`src/rtl/hack_alu_pkg.sv`:
```
// hack_alu_pkg: control-bit positions and named Hack ALU encodings shared by the ALU datapath.
package hack_alu_pkg;
    localparam int CTRL_ZX = 5;
    localparam int CTRL_NX = 4;
    localparam int CTRL_ZY = 3;
    localparam int CTRL_NY = 2;
    localparam int CTRL_F  = 1;
    localparam int CTRL_NO = 0;

    localparam logic [5:0] ZERO      = 6'b101010;
    localparam logic [5:0] ONE       = 6'b111111;
    localparam logic [5:0] NEG1      = 6'b111010;
    localparam logic [5:0] X         = 6'b001100;
    localparam logic [5:0] Y         = 6'b110000;
    localparam logic [5:0] NOT_X     = 6'b001101;
    localparam logic [5:0] NEG_X     = 6'b001111;
    localparam logic [5:0] X_PLUS_1  = 6'b011111;
    localparam logic [5:0] X_MINUS_1 = 6'b001110;
    localparam logic [5:0] X_PLUS_Y  = 6'b000010;
    localparam logic [5:0] X_MINUS_Y = 6'b010011;
    localparam logic [5:0] Y_MINUS_X = 6'b000111;
    localparam logic [5:0] X_AND_Y   = 6'b000000;
    localparam logic [5:0] X_OR_Y    = 6'b010101;
endpackage

```
`src/rtl/alu_preset16.sv`:
```
// alu_preset16: optional zeroing then optional inversion of one ALU operand.
module alu_preset16 (
    input  logic [15:0] a,
    input  logic        z,
    input  logic        n,
    output logic [15:0] p
);
    logic [15:0] m;
    assign m = z ? 16'h0000 : a;
    assign p = n ? ~m : m;
endmodule

```
`src/rtl/and16_gate.sv`:
```
// and16_gate: fixed-width 16-bit bitwise AND.
module and16_gate (
    input  logic [15:0] a,
    input  logic [15:0] b,
    output logic [15:0] out
);
    assign out = a & b;
endmodule

```
`src/rtl/alu_pipe.sv`:
```
// alu_pipe: two-stage registered Hack ALU with valid/ready handshakes on both sides.
module alu_pipe
    import hack_alu_pkg::*;
#(
    parameter int WIDTH = 16
) (
    input  logic        clk,
    input  logic        reset,
    input  logic        in_valid,
    output logic        in_ready,
    input  logic [15:0] x,
    input  logic [15:0] y,
    input  logic [5:0]  ctrl,
    output logic        out_valid,
    input  logic        out_ready,
    output logic [15:0] out,
    output logic        zr,
    output logic        ng
);
    if (WIDTH != 16) begin : g_bad_width
        $error("alu_pipe: WIDTH must be 16");
    end

    logic        v1_q, v1_d, v2_q, v2_d;
    logic        f_q, f_d, no_q, no_d, zr_q, zr_d, ng_q, ng_d;
    logic [15:0] xp_q, xp_d, yp_q, yp_d, out_q, out_d;
    logic [15:0] xp, yp, and_r, r, res;
    logic        accept, adv2;

    alu_preset16 u_px (.a(x), .z(ctrl[CTRL_ZX]), .n(ctrl[CTRL_NX]), .p(xp));
    alu_preset16 u_py (.a(y), .z(ctrl[CTRL_ZY]), .n(ctrl[CTRL_NY]), .p(yp));
    and16_gate   u_and (.a(xp_q), .b(yp_q), .out(and_r));

    always_comb begin
        adv2     = v1_q && (!v2_q || out_ready);
        in_ready = !v1_q || adv2;
        accept   = in_valid && in_ready;
        v1_d     = accept ? 1'b1 : (adv2 ? 1'b0 : v1_q);
        v2_d     = adv2 ? 1'b1 : (out_ready ? 1'b0 : v2_q);
        xp_d     = accept ? xp : xp_q;
        yp_d     = accept ? yp : yp_q;
        f_d      = accept ? ctrl[CTRL_F] : f_q;
        no_d     = accept ? ctrl[CTRL_NO] : no_q;
        r        = f_q ? xp_q + yp_q : and_r;
        res      = no_q ? ~r : r;
        out_d    = adv2 ? res : out_q;
        zr_d     = adv2 ? (res == 16'h0000) : zr_q;
        ng_d     = adv2 ? res[15] : ng_q;
    end

    always_ff @(posedge clk or posedge reset) begin
        if (reset) begin
            v1_q  <= 1'b0;
            v2_q  <= 1'b0;
            xp_q  <= '0;
            yp_q  <= '0;
            f_q   <= 1'b0;
            no_q  <= 1'b0;
            out_q <= '0;
            zr_q  <= 1'b0;
            ng_q  <= 1'b0;
        end else begin
            v1_q  <= v1_d;
            v2_q  <= v2_d;
            xp_q  <= xp_d;
            yp_q  <= yp_d;
            f_q   <= f_d;
            no_q  <= no_d;
            out_q <= out_d;
            zr_q  <= zr_d;
            ng_q  <= ng_d;
        end
    end

    assign out_valid = v2_q;
    assign out       = out_q;
    assign zr        = zr_q;
    assign ng        = ng_q;
endmodule

```
`config.mk`:
```
export PLATFORM = sky130hd
export DESIGN_NAME = alu_pipe
export DESIGN_NICKNAME = d
export VERILOG_FILES = /design/src/rtl/hack_alu_pkg.sv /design/src/rtl/alu_preset16.sv /design/src/rtl/and16_gate.sv /design/src/rtl/alu_pipe.sv
export SDC_FILE = /design/constraint.sdc
export NUM_CORES = 1
export LEC_CHECK = 0
export ABC_AREA = 1
export CAP_MARGIN = 10
export CORE_AREA = 2 2 116 118
export CTS_CLUSTER_DIAMETER = 120
export DETAILED_ROUTE_END_ITERATION = 7
export DIE_AREA = 0 0 118 120
export PLACE_DENSITY = 0.61
export SYNTH_ARGS = -nofsm -noshare
export SYNTH_HDL_FRONTEND = slang
export SYNTH_SLANG_ARGS = --single-unit
```
`constraint.sdc`:
```
create_clock -name clk -period 2.75 [get_ports clk]
set_input_delay 0.55 -clock clk [delete_from_list [all_inputs] [get_ports clk]]
set_output_delay 0.55 -clock clk [all_outputs]
set_load 0.03 [all_outputs]
```
# Word level (Yosys, flattened, before mapping)
# Cells that the tools add are included.
# word_totals
regBits,54
output_inout_bits,20
# op_classes
mux,10
reduce_logical,9
n_addsub,1
n_bitwise,4
# op_table
op,count
2-to-1 mux 16 bit,6
NOT 16 bit,3
adder 16 bit,1
bitwise AND 16 bit,1
zero test 16 bit,1
2-to-1 mux 1 bit,4
nonzero test 2 bit,2
logical AND 1 bit,2
zero test 1 bit,2
logical OR 1 bit,2

# Depth between registers and ports, before layout
# Gate-level depths: netlist (run 1).
# depth
word_depth,6
depth_mapped,18

# Cells and area by module
# A second synthesis (run 1) with hierarchy kept.
# unflattened
cells_unflattened,640
area_unflattened_um2,4483.0
# by_module_without_submodules
mod,instances,area_each_um2,cells_each
alu_pipe,1,3564.7,464
alu_preset16,2,399.1,72
and16_gate,1,120.1,32

# Worst setup path before layout (run 1)
# Ideal clock, no wire load.
# synth_timing
kind,flip-flop to flip-flop
from,reg yp_q[0]
to,reg zr_q (netlist: zr)
period_less_slack_ps,1990
stages_incl_launch_ff,16
arrival_time_ps,1925
required_time_ps,2685
slack_ps,760
n_path_buf,0
path_cell_list,dfrtp_1 > ha_1 > fa_1 > nand2_1 > nand2_2 > nand3_1 > nand3_1 > nand2_1 > nand2_1 > nand3_1 > nand2_1 > nor2_1 > nand3_1 > nor2_1 > nand3_1 > nand2_1
# synth_between
elab_chain_cells,5
# synth_lines
element,line_no,rtl
from (decl),alu_pipe.sv:26,"logic [15:0] xp_q, xp_d, yp_q, yp_d, out_q, out_d;"
from (signal assigned),alu_pipe.sv:66,yp_q <= yp_d;
adder 16 bit / bitwise AND 16 bit (equally long branches),"alu_pipe.sv:44, and16_gate.sv:7",
2-to-1 mux 16 bit *,alu_pipe.sv:44,r = f_q ? xp_q + yp_q : and_r;
NOT 16 bit,alu_pipe.sv:45,res = no_q ? ~r : r;
2-to-1 mux 16 bit *,alu_pipe.sv:45,
zero test 16 bit *,alu_pipe.sv:47,zr_d = adv2 ? (res == 16'h0000) : zr_q;
to (signal assigned),alu_pipe.sv:70,zr_q <= zr_d;
to (decl),alu_pipe.sv:25,"logic f_q, f_d, no_q, no_d, zr_q, zr_d, ng_q, ng_d;"
# Every way passes the cells marked *; elsewhere a longest branch is shown, timed or not.
# A chain may end at the register's enable or synchronous reset.

# Final worst setup path (run 1)
# layout_timing
from,in out_ready
to,out in_ready
# layout_between
elab_chain_cells,3
# layout_lines
element,line_no,rtl
from (decl),alu_pipe.sv:15,"input logic out_ready,"
logical OR 1 bit,alu_pipe.sv:35,adv2 = v1_q && (!v2_q || out_ready);
logical AND 1 bit,alu_pipe.sv:35,
logical OR 1 bit,alu_pipe.sv:36,in_ready = !v1_q || adv2;
to (decl),alu_pipe.sv:10,"output logic in_ready,"
# Every way passes these cells.

==> run summary, run 1 <==
Run status: finished clean
CTS tree: built
CP Max Fanout: 3
WP data required: 2200 ps
Inserted Clock Buffers: 5
Synth Area in Simple Gates: 36.5%
First-pass GRT wire length: 16600 um
Most used DFF post-synth: dfrtp_1
Post-synth design cell area: 3950 um2
CP peak stage delay: 680 ps
Filler Cell Count: 1392
Buffers on Ports: 61
Die footprint: 14200 um2
Top cell type's share of synthesized area: 33.6%
Share of layout cells above drive strength 1: 6.33%
Routed Antenna Nets: 0
Count of cell types in the netlist: 28
Synth Area in XOR/XNOR: 7.32%
Sequential element share of the synthesized area: 33.6%
Crit-path slowest cell: clkdlybuf4s50_1
Kind of critical path: input port to output port
Largest family of logic cells by synthesized area: simple AND/OR/NAND/NOR gates
GRT Resource Usage Total: 14.3%
Max Freq: 421 MHz
Post-Route Setup TNS: 0 ps
R2R Setup Slk: 470 ps
Unrepaired setup endpoints after global routing: no
Fin. Hold Viols: 0
Most frequent cell after synthesis: nand2_1
P per Cell Area: 744 nW/um2
Vias: 3687
Lkg Pwr: 2.38 nW
Pin count of the biggest net entering global routing: 67
DP HPWL: 7780 um
Synthesized Nets: 638
Die Span Y: 120 um
Boundary Pins: 62
# diodes: 0
Proportion of synthesized area in mux cells: 0%
Hold crit path type: flip-flop to flip-flop
DR iter-0 viols: 206
Async set-reset flop share out of synthesis: 100%
Post-CTS resize count: 0
Clock Path Buffers: 2
Die Width: 118 um
Syn Area/Cell: 6.82 um2
GRT overflow: 0
Drt wl/cell: 12.1 um
Drt drc: 0
Worst-margin pin slew: 509 ps
Final GP Congestion: 0.922
Worst setup EP type: output port
EDFF count, synth: 0
Worst rel slew slack: 66.0%
WP data arrival: 1830 ps
Clk_skew: 7.22 ps
FF+latch count, synth: 53
Worst-skew pair later-pin latency: 290 ps
Root Buffer: clkbuf_16
Max-slew violation count: 0
Area share of fa/ha/maj cells after synthesis: 5.58%
Vias in the first global route: 3537
Cell taking the most area after synthesis: dfrtp_1
Synth Instances: 579
Clk slew on worst S/H paths: 70 ps
Synth Area in Compound Gates: 8.72%
Area Overhead vs Synth: 23.6%
Crit-path cells: clkdlybuf4s50_1 > inv_1 > nand3_1 > clkdlybuf4s50_1
Period minus WS final: 2380 ps
Fin util: 37.6%
Max VDD drop: 246 uV
CORE AREA: 13000 um2
CTS Sinks: 53
CTS H-tree depth: 2
Vias per std cell: 4.56
Crit path top cell by count: clkdlybuf4s50_1
Detailed Route WL: 9760 um
Yosys warns: 0
Synth area leaders: dfrtp_1 34%, nand2_1 21%, nand3_1 8.8%
Setup Fix Bufs, Post-CTS: 0
Initial antenna violation count: 0
Final hold slack: 483 ps
Synth cell count leaders: 217 x nand2_1, 69 x nand3_1, 53 x dfrtp_1
Final period utilization: 86.4%
Initial core utilization: 30.4%
Final setup violation count: 0
Max-cap violation count: 0
Startpoint types: input port
Nets: 690
Hold_buf cts: 0
Row cnt: 42
Drt pass-1 iters: 4
[metrics by stage]
step	setup slack (ps)	cell area [um2]	instances	power, mW
3_3_place_gp	369	4730	800	2.99
5_1_grt	257	4880	808	3.93
6_report	373	4880	808	3.63
2_1_floorplan	760	3950	579	2.44
4_1_cts	359	4880	808	3.66
3_5_place_dp	360	4730	800	3.02
[state kept, by name (all words and copies together), names as in the netlist]
name / count
out_valid: 1
no_q: 1
yp_q: 16
v1_q: 1
out: 16
xp_q: 16
zr: 1
f_q: 1
[layout make-up]
type | count | area, um2 | area share (%)
clock inverters | 2 | 15.0 | 0.308
repair buffers | 71 | 711 | 14.6
inverters | 49 | 184 | 3.77
well taps | 176 | 220 | 4.52
clock buffers | 6 | 129 | 2.64
multi-input cells | 451 | 2290 | 47.0
flip-flops and latches | 53 | 1330 | 27.2
[logic make-up (layout without fill, tap and decap cells)]
logic type      after synthesis  after routing
simple gates                336            336
buf+inv                      75            128
flops                        53             53
compound gates               65             65
xor+xnor                     33             33
fa+ha+maj                    17             17
[metal layers]
metal  up-vias  share of wire, %  GRT usage, %
met5         -                 0             0
met4         0               2.5          5.35
met3        14               5.3          1.95
met2       101                41          22.1
met1      1605                51          20.3
li1       1967                 -             -
[path summary, 6_finish.rpt]
| check | start | to | depth (start not counted) |
|---|---|---|---|
| max in group asynchronous | reset | yp_q[1] | 3 |
| worst min-delay path | out[3] | out[3] | 2 |
| worst max register to register | yp_q[0] | zr | 13 |
| worst min register to register | out[3] | out[3] | 2 |
| min in group asynchronous | reset | v1_q | 2 |
| worst max-delay path | out_ready | in_ready | 4 |
[worst max-delay path, delay by kind of cell]
kind          cells  cell delay (ps)
simple gates      1              100
buf+inv           3             1170
[cell usage in the layout (no fill, tap or decap), drive strengths merged]
cell	synthesis	layout
dfrtp	53	53
clkdlybuf4s50	0	61
inv	48	48
and2	1	1
or2	2	2
o21ai	46	46
buf	12	10
clkinvlp	0	2
clkinv	1	1
a31oi	7	7
a21oi	11	11
xor2	33	33
ha	16	16
nor2	26	26
nand4	6	6
clkbuf	14	6
nor3	2	2
nand2	225	225
fa	1	1
o211ai	1	1
nand3	74	74
[report_power, final]
part | total [mW] | internal (mW) | switching [mW]
combinational | 1.91 | 0.724 | 1.19
clock | 0.627 | 0.338 | 0.289
sequential | 1.09 | 0.975 | 0.118
Power figures use the tool's default switching activity.
==> run 2: changes to the inputs <==
--- a/config.mk
+++ b/config.mk
@@ -6,7 +6,6 @@
 export NUM_CORES = 1
 export LEC_CHECK = 0
 export ABC_AREA = 1
-export CAP_MARGIN = 10
 export CORE_AREA = 2 2 116 118
 export CTS_CLUSTER_DIAMETER = 120
 export DETAILED_ROUTE_END_ITERATION = 7
==> results of run 2 <==
The final DEF is identical to that of run 1; final timing and power are the same.
==> run 3: changes to the inputs <==
--- a/config.mk
+++ b/config.mk
@@ -6,11 +6,11 @@
 export NUM_CORES = 1
 export LEC_CHECK = 0
 export ABC_AREA = 1
-export CORE_AREA = 2 2 116 118
+export CORE_AREA = 2 2 103 105
 export CTS_CLUSTER_DIAMETER = 120
 export DETAILED_ROUTE_END_ITERATION = 7
-export DIE_AREA = 0 0 118 120
-export PLACE_DENSITY = 0.61
+export DIE_AREA = 0 0 105 107
+export PLACE_DENSITY = 0.72
 export SYNTH_ARGS = -nofsm -noshare
 export SYNTH_HDL_FRONTEND = slang
 export SYNTH_SLANG_ARGS = --single-unit
==> run summary, run 3 (same netlist as run 1, synthesis figures left out) <==
WP data arrival: 1850 ps (+20 ps)
Hold_buf cts: 0 (unchanged)
Lkg Pwr: 2.36 nW (-0.58%)
DR iter-0 viols: 226 (+9.7%)
Detailed Route WL: 9550 um (-2.2%)
Vias in the first global route: 3518 (-0.54%)
Final WS setup: 348 ps (-25.0 ps)
Setup Fix Bufs, Post-CTS: 0 (unchanged)
Vias: 3719 (+0.87%)
Buf/Inv on CP: 3 (unchanged)
# diodes: 0 (unchanged)
WP data required: 2200 ps (about the same)
Initial antenna violation count: 0 (unchanged)
Drt drc: 0 (unchanged)
Max-cap violation count: 0 (unchanged)
Fin util: 47.3% (+9.7 points)
Final setup violation count: 0 (unchanged)
Inserted Clock Buffers: 5 (unchanged)
DP Cell Count: 760 (-5.0%)
Clk slew on worst S/H paths: 100 ps (+30 ps)
Die footprint: 11200 um2 (-21%)
Crit-path cells: clkdlybuf4s50_1 > inv_1 > nand3_1 > clkdlybuf4s50_1
Worst-skew pair later-pin latency: 310 ps (+20 ps)
Startpoint types: input port
Setup slack after placement: 350 ps (-9.87 ps)
Worst rel slew slack: 56.6% (-9.4 points)
Drt pass-1 iters: 5 (+1)
GRT Resource Usage Total: 18.0% (+3.7 points)
Clock Path Buffers: 2 (unchanged)
Unrepaired setup endpoints after global routing: no
Max VDD drop: 304 uV (+23%)
Reg2reg path depth: 15 (+2)
Final Power: 3.52 mW (-3.0%)
Layout Cell Area excl Fill: 4770 um2 (-2.1%)
Final Non-Filler Cells: 767 (-5.1%)
Commonest cells after routing, fill and taps aside: 217 x nand2_1, 69 x nand3_1, 61 x clkdlybuf4s50_1
Die Width: 105 um (-11%)
Nets: 690 (unchanged)
GRT overflow: 0 (unchanged)
Final GP Congestion: 0.886 (-3.8%)
Commonest non-fill, non-tap cell in the layout: nand2_1
Max-slew violation count: 0 (unchanged)
Hold crit path type: flip-flop to flip-flop
CTS tree: built
Final hold slack: 489 ps (+5.61 ps)
Hold wc startpoint: out[0]
Initial core utilization: 39.1% (+8.7 points)
Root Buffer: clkbuf_8
Worst setup EP type: output port
CORE AREA: 10100 um2 (-22%)
Row cnt: 37 (-12%)
First-pass GRT wire length: 16600 um (-0.37%)
Post-Route Setup TNS: 0 ps (unchanged)
Post-CTS resize count: 0 (unchanged)
Kind of critical path: input port to output port
Period minus WS final: 2400 ps (+25.0 ps)
P per Cell Area: 737 nW/um2 (-0.95%)
Clk_skew: 12.2 ps (+4.94 ps)
Post-DP Area: 4670 um2 (-1.3%)
Vias per std cell: 4.85 (+6.3%)
Crit-path slowest cell: clkdlybuf4s50_1
Worst-margin pin slew: 650 ps (+141 ps)
DP HPWL: 7420 um (-4.6%)
Buffers on Ports: 61 (unchanged)
FF-to-FF End: zr
Crit path top cell by count: clkdlybuf4s50_1
CP peak stage delay: 690 ps (about the same)
Run status: finished clean
Fin. Hold Viols: 0 (unchanged)
Critical path's top delay family: buffers and inverters
Worst flop-to-flop path startpoint: yp_q[0]
Boundary Pins: 62 (unchanged)
Hold Path Sink: out[0]
Final period utilization: 87.4% (+0.91 points)
Routed Antenna Nets: 0 (unchanged)
R2R Setup Slk: 420 ps (-50 ps)
Drt wl/cell: 12.4 um (+3.0%)
Hold Path Stages: 2 (unchanged)
CP Max Fanout: 3 (unchanged)
Die Span Y: 107 um (-11%)
CTS H-tree depth: 2 (unchanged)
Area Overhead vs Synth: 21.0%
Max Freq: 416 MHz (-1.0%)
Share of layout cells above drive strength 1: 6.34% (+0.010 points)
Pin count of the biggest net entering global routing: 67 (unchanged)
CTS Sinks: 53 (unchanged)
## run 3: cell types whose count changed in the layout (fill, tap and decap cells not counted), sizes merged
cell | previous run | this run
clkinv | 1 | 2
clkbuf | 6 | 5
bufinv | 0 | 1
clkinvlp | 2 | 0
## run 3: power by group
group,total [mW],switching (mW),internal (mW)
clock,0.528,0.262,0.265
sequential,1.09,0.113,0.974
combinational,1.90,1.18,0.721
total,3.52,1.56,1.96
## run 3: per-layer routing
| layer | part of all wire, % | vias up | wire length (um) | global-route usage, % |
|---|---|---|---|---|
| met3 | 4.8 | 9 | 455 | 2.25 |
| li1 | - | 1954 | - | - |
| met1 | 49 | 1663 | 4730 | 25.7 |
| met2 | 45 | 93 | 4270 | 29.6 |
| met5 | 0 | - | 0 | 0 |
| met4 | 0.98 | 0 | 94 | 2.95 |
## run 3: worst max-delay path by stage
| stage | start | end | depth (start not counted) |
|---|---|---|---|
| 3_3_place_gp | out_ready | in_ready | 4 |
| 5_1_grt | yp_q[0] | zr | 15 |
| 6_report | out_ready | in_ready | 4 |
| 2_1_floorplan | yp_q[0] | zr | 15 |
| 3_5_place_dp | out_ready | in_ready | 4 |
| 4_1_cts | out_ready | in_ready | 4 |
## run 3: worst register-to-register path, stage by stage, from the launching register on
cell and delay, ps:
dfrtp_1 390, ha_1 280, fa_1 450, nand2_1 100, nand2_2 100, nand3_2 100
nand2_2 80, nand2_1 60, nand3_1 70, nand3_1 110, nand2_1 60, nor2_1 130
nand3_1 110, nor2_1 110, nand3_1 80, nand2_1 60
## run 3: layout make-up
class | instances | area [um2]
timing repair buffer | 71 | 698
multi-input combinational | 451 | 2290
fill | 1084 | 5320
inverter | 49 | 184
clock inverter | 2 | 35.0
clock buffer | 5 | 68.8
tap | 136 | 170
sequential | 53 | 1330
